$ cat src/rtl/serial_adder_pkg.sv
// rtl/serial_adder_pkg.sv - shared definitions for the bit-serial adder
//
// Package adder_pkg: FSM state encoding and counter-width helper.

package adder_pkg;

    typedef enum logic [1:0] {
        IDLE = 2'd0,
        RUN  = 2'd1,
        DONE = 2'd2
    } state_t;

    // Bit counter width: max(1, clog2(n)). It only has to hold 0..n-1.
    function automatic int cnt_w(input int n);
        return (n <= 1) ? 1 : $clog2(n);
    endfunction

endpackage

$ cat src/rtl/serial_adder_if.sv
// rtl/serial_adder_if.sv - start/done handshake and operand/result bundle
//
// Signals: start, A, B (controller -> adder); busy, done, S, cout (adder -> controller);
// ovf (adder -> controller) exists only when SERIAL_ADD_OVF_EN is defined.
// Modports: master = controller side, slave = adder side.

interface serial_adder_if #(
    parameter int N = 8
);
    logic         start;
    logic [N-1:0] A;
    logic [N-1:0] B;
    logic         busy;
    logic         done;
    logic [N-1:0] S;
    logic         cout;
`ifdef SERIAL_ADD_OVF_EN
    logic         ovf;

    modport master (output start, A, B, input busy, done, S, cout, ovf);
    modport slave  (input start, A, B, output busy, done, S, cout, ovf);
`else
    modport master (output start, A, B, input busy, done, S, cout);
    modport slave  (input start, A, B, output busy, done, S, cout);
`endif
endinterface

$ cat src/rtl/serial_adder_fulladder.sv
// rtl/serial_adder_fulladder.sv - one-bit full adder cell
//
// Ports: a, b, cin (in) -> s (sum), cout (carry out).

module fulladder (
    input  logic a,
    input  logic b,
    input  logic cin,
    output logic s,
    output logic cout
);
    assign s    = a ^ b ^ cin;
    assign cout = (a & b) | (cin & (a ^ b));
endmodule

$ cat src/rtl/serial_adder.sv
// rtl/serial_adder.sv - bit-serial N-bit adder, LSB first, one bit per clock
//
// Parameter N (>= 1): operand/result width.
// Ports: clk, rst (async active-high); bus (serial_adder_if.slave):
//   start/A/B sampled in IDLE, busy = not IDLE, done = one-cycle result pulse,
//   S/cout registered result held until the next completion,
//   ovf signed overflow flag (only with SERIAL_ADD_OVF_EN defined).

module serial_adder
    import adder_pkg::*;
#(
    parameter int N = 8
) (
    input  logic                clk,
    input  logic                rst,
    serial_adder_if.slave       bus
);
    localparam int CW = cnt_w(N);

    state_t        state, state_next;
    logic [N-1:0]  ra, rb, acc;
    logic [N-1:0]  acc_next;
    logic          carry;
    logic [CW-1:0] cnt;
    logic          fa_s, fa_c;
    logic          last;

    fulladder u_fa (
        .a    (ra[0]),
        .b    (rb[0]),
        .cin  (carry),
        .s    (fa_s),
        .cout (fa_c)
    );

    assign last = (cnt == CW'(N - 1));

    // New sum bit enters at the MSB; written as shift-then-insert so N=1 works.
    always_comb begin
        acc_next        = acc >> 1;
        acc_next[N-1]   = fa_s;
    end

    always_ff @(posedge clk or posedge rst) begin
        if (rst) state <= IDLE;
        else     state <= state_next;
    end

    always_comb begin
        state_next = state;
        case (state)
            IDLE:    if (bus.start) state_next = RUN;
            RUN:     if (last)      state_next = DONE;
            DONE:                   state_next = IDLE;
            default:                state_next = IDLE;
        endcase
    end

    always_ff @(posedge clk or posedge rst) begin
        if (rst) begin
            ra       <= '0;
            rb       <= '0;
            acc      <= '0;
            carry    <= 1'b0;
            cnt      <= '0;
            bus.S    <= '0;
            bus.cout <= 1'b0;
`ifdef SERIAL_ADD_OVF_EN
            bus.ovf  <= 1'b0;
`endif
        end else begin
            case (state)
                IDLE: begin
                    if (bus.start) begin
                        ra    <= bus.A;
                        rb    <= bus.B;
                        carry <= 1'b0;
                        cnt   <= '0;
                    end
                end
                RUN: begin
                    acc   <= acc_next;
                    ra    <= ra >> 1;
                    rb    <= rb >> 1;
                    carry <= fa_c;
                    // Hold at N-1 on the final edge so the counter never wraps.
                    if (!last) cnt <= cnt + CW'(1);
                    if (last) begin
                        bus.S    <= acc_next;
                        bus.cout <= fa_c;
`ifdef SERIAL_ADD_OVF_EN
                        // Sign bits equal but sum sign differs: two's-complement overflow.
                        bus.ovf  <= (ra[0] == rb[0]) && (fa_s != ra[0]);
`endif
                    end
                end
                default: ;
            endcase
        end
    end

    assign bus.busy = (state != IDLE);
    assign bus.done = (state == DONE);

endmodule

$ cat src/flat_wrapper.sv
// flat-port wrapper written by rule: the top's interface ports become plain ports
module serial_adder_flat import adder_pkg::*;
#(
    parameter int N = 8
)
  (clk, rst, bus_start, bus_A, bus_B, bus_busy, bus_done, bus_S, bus_cout);
  serial_adder_if #(.N(N)) bus_i ();
  input  logic clk;
  input  logic rst;
  input wire logic [$bits(bus_i.start)-1:0] bus_start;
  input wire logic [$bits(bus_i.A)-1:0] bus_A;
  input wire logic [$bits(bus_i.B)-1:0] bus_B;
  output wire logic [$bits(bus_i.busy)-1:0] bus_busy;
  output wire logic [$bits(bus_i.done)-1:0] bus_done;
  output wire logic [$bits(bus_i.S)-1:0] bus_S;
  output wire logic [$bits(bus_i.cout)-1:0] bus_cout;
  assign bus_i.start = bus_start;
  assign bus_i.A = bus_A;
  assign bus_i.B = bus_B;
  assign bus_busy = bus_i.busy;
  assign bus_done = bus_i.done;
  assign bus_S = bus_i.S;
  assign bus_cout = bus_i.cout;
  serial_adder #(.N(N)) u_core (.clk(clk), .rst(rst), .bus(bus_i));
endmodule
$ cat config.mk
export PLATFORM = sky130hd
export DESIGN_NAME = serial_adder_flat
export DESIGN_NICKNAME = d
export VERILOG_FILES = /design/src/rtl/serial_adder_pkg.sv /design/src/rtl/serial_adder_if.sv /design/src/rtl/serial_adder_fulladder.sv /design/src/rtl/serial_adder.sv /design/src/flat_wrapper.sv
export SDC_FILE = /design/constraint.sdc
export NUM_CORES = 1
export LEC_CHECK = 0
export BUFFER_PORTS_ARGS = -buffer_cell sky130_fd_sc_hd__buf_2
export CAP_MARGIN = 20
export CORE_MARGIN = 2
export CORE_UTILIZATION = 59
export DETAILED_ROUTE_END_ITERATION = 6
export PLACE_DENSITY_LB_ADDON = 0.2
export SLEW_MARGIN = 25
export SYNTH_ARGS = -nofsm -noshare
export SYNTH_HDL_FRONTEND = slang
export SYNTH_SLANG_ARGS = --single-unit
$ cat constraint.sdc
create_clock -name clk -period 3.4 [get_ports clk]
set_input_delay 0.68 -clock clk [delete_from_list [all_inputs] [get_ports clk]]
set_output_delay 0.68 -clock clk [all_outputs]
set_load 0.02 [all_outputs]
==> results.json <==
{
  "outcome": "completed",
  "switching_share_pct": 37.6,
  "dieArea_sq_um": 3410,
  "vias": 1279,
  "placed_cell_area_sq_um": 1880,
  "net-switching-power_mw": 0.668,
  "slew_headroom_pct": 59.1,
  "synth_nets": 185,
  "finalPower_mw": 1.78,
  "syn_inst": 163,
  "drc_errors": 0,
  "endpoint_kind": "output pin",
  "fin_crit_sh_pct": 66.7,
  "ys_types": 29,
  "holdBufCountCts": 0,
  "hold_path.class": "input pin to async pin",
  "p_int_mw": 1.11,
  "cts_buffer_depth": 2,
  "setup_tns_ns": 0,
  "finalHoldViolations": 0,
  "clockPowerShare_pct": 16.9,
  "cp_max_fo": 18,
  "routed_wl_um": 3130,
  "final_area_sq_um": 1950,
  "regToRegEndpoint": "u_core.rb[6]$_DFFE_PP0P_",
  "drt_first_pass_iters": 4,
  "ys_ff_latch": 38,
  "dp_cells": 214,
  "grt_pass1_vias": 1216,
  "hpwlAfterDp_um": 2090,
  "io_buffers": 29,
  "gp_congestion": 0.829,
  "ant_nets": 0,
  "rrSetupSlack_ns": 1.58,
  "required_ns": 2.72,
  "wl_per_cell_um": 14.1,
  "via_per_inst": 5.76,
  "synth_flop_cell": "dfrtp_1",
  "ys_seq_area_share_pct": 54.5,
  "antenna_found_initial": 0,
  "cts.sinks": 38,
  "critical_path_arrival_ns": 1.59,
  "multiInputGateArea_sq_um": 707,
  "crit_path_end": "bus_done",
  "synth_top_area_share_pct": 54.5,
  "post_cts_resized": 0,
  "htree_num_levels": 2,
  "synthTopCellsByCount": "dfrtp_1, nand2_1, nor3_1, o22ai_1, a21oi_1",
  "io_pins": 30,
  "post-cts-setup-buffer-count": 0,
  "synth_area_sq_um": 1740,
  "p_comb_share_pct": 37.8,
  "cp-startpoint": "u_core.state[1]$_DFFE_PP0P_",
  "root_buffer": "clkbuf_4",
  "max-vdd-ir-drop_v": 0.000665,
  "cts_made_buffers": 5,
  "overflow": 0,
  "cts_tree": "built",
  "synth_top_area_cell": "dfrtp_1",
  "drv_cap": 0,
  "skew_ns": 0.0142,
  "dieWidth_um": 58.4,
  "crit_path_start_kind": "flop",
  "instances_no_fill": 222,
  "p_leak_nw": 0.968,
  "tightestPinTransition_ns": 0.613,
  "reg2reg_from": "u_core.state[0]$_DFFE_PP0P_",
  "yosysMostFrequentCell": "dfrtp_1",
  "antenna_cells": 0,
  "max_freq_ghz": 0.441,
  "drv_slew": 0,
  "drtIter0Drc": 57,
  "synth.area.top_cells": "dfrtp_1, mux2_4, nand2_1, o22ai_1, nor3_1",
  "grt_pass1_wl_um": 5360,
  "clk_latency_ns": 0.35,
  "synth-edff-count": 0,
  "chipHeight_um": 58.4,
  "synthArstFlopShare_pct": 100,
  "fin_nets": 212,
  "dp_slack_ns": 1.53,
  "grt_max_degree": 39,
  "r2r_cells": 3,
  "rows": 19,
  "power_density_nw_per_um2": 911,
  "start_util_pct": 62.7,
  "worst_slack_ns": 1.13,
  "seq_area_sq_um": 951,
  "yosysWarnings": 0,
  "fillCellCount": 232,
  "grtUsageTotal_pct": 20.9,
  "syn_avg_cell_area_sq_um": 10.7,
  "drive_gt1_share_pct": 26.7,
  "rsz0062_at_grt": "no",
  "syn2layout_area_growth_pct": 12.0,
  "period_needed_ns": 2.27,
  "setup_viol": 0,
  "p_seq_share_pct": 45.2,
  "cts.clk_slew.worst_paths_ns": 0.12,
  "critical_path_class": "flop to output pin",
  "core_sq_um": 2780
}
## flip-flops by register name, indices dropped and copies added (netlist names)
signal	count
u_core.bus.cout	1
u_core.cnt	3
u_core.acc	7
u_core.carry	1
u_core.bus.S	8
u_core.rb	8
u_core.state	2
u_core.ra	8
## layer usage
layer / share of wire (%) / global-route usage (%) / up-vias / wire length (um)
met4: 0.51 / 3.99 / 0 / 16
li1: - / - / 619 / -
met5: 0 / 0 / - / 0
met1: 44 / 27.7 / 609 / 1380
met3: 7.0 / 5.93 / 2 / 218
met2: 48 / 34.7 / 49 / 1510
## metrics by stage
stage | hold slack [ns] | util, %
3_3_place_gp | 0.461 | 67.4
2_1_floorplan | 0.446 | -
5_1_grt | 0.470 | 70.2
3_5_place_dp | 0.482 | 67.4
4_1_cts | 0.432 | 70.2
6_report | 0.414 | 70.2
## power by group through the flow
stage          Combinational [mW]  Sequential, mW  Clock (mW)
2_1_floorplan               0.528           0.815           0
3_3_place_gp                0.652           0.803           0
3_5_place_dp                0.680           0.816           0
4_1_cts                     0.680           0.805       0.308
5_1_grt                     0.764           0.834       0.324
6_report                    0.673           0.805       0.301
## placed cells by master (no fill, tap or decap), types with 3 or more instances in the layout
cell,count
nand2b_1,3
mux2_4,9
nand2_1,27
dfrtp_1,38
clkbuf_4,5
nor3_1,12
a21oi_1,11
o21ai_0,6
inv_1,6
buf_2,29
nor2_1,7
o22ai_1,12
nor3b_1,4
## cell type report
type,instances,share of cell area (%)
Clock inverter,3,2.05
Sequential cell,38,48.7
Multi-Input combinational cell,108,36.2
Timing Repair Buffer,30,7.82
Tap cell,31,1.99
Inverter,7,1.35
Clock buffer,5,1.92
## how the worst min path moves through the flow
stage	to	depth (start not counted)	slack, ns
after floorplan	u_core.acc[1]$_DFFE_PP0P_	2	0.45
after global placement	u_core.acc[1]$_DFFE_PP0P_	2	0.46
after detailed placement	u_core.acc[1]$_DFFE_PP0P_	2	0.48
after CTS	u_core.bus.S[3]$_DFFE_PP0P_	3	0.43
after global routing	u_core.bus.S[3]$_DFFE_PP0P_	3	0.47
final	u_core.bus.S[3]$_DFFE_PP0P_	3	0.41
## critical path: stages, from the launching register on
cell and delay (ns):
dfrtp_1 0.67, inv_1 0.26, nor2_1 0.13, buf_2 0.17
## cells by family after synthesis
kind of cell,count (synthesis),share of synthesized area [%]
buffers and inverters,17,4.95
muxes,9,7.75
AOI/OAI and AO/OA,39,13.8
DFF,38,54.5
and+or+nand+nor,57,16.4
adders and majority gates,3,2.58
Note: power is estimated with default switching activity, not from simulation.
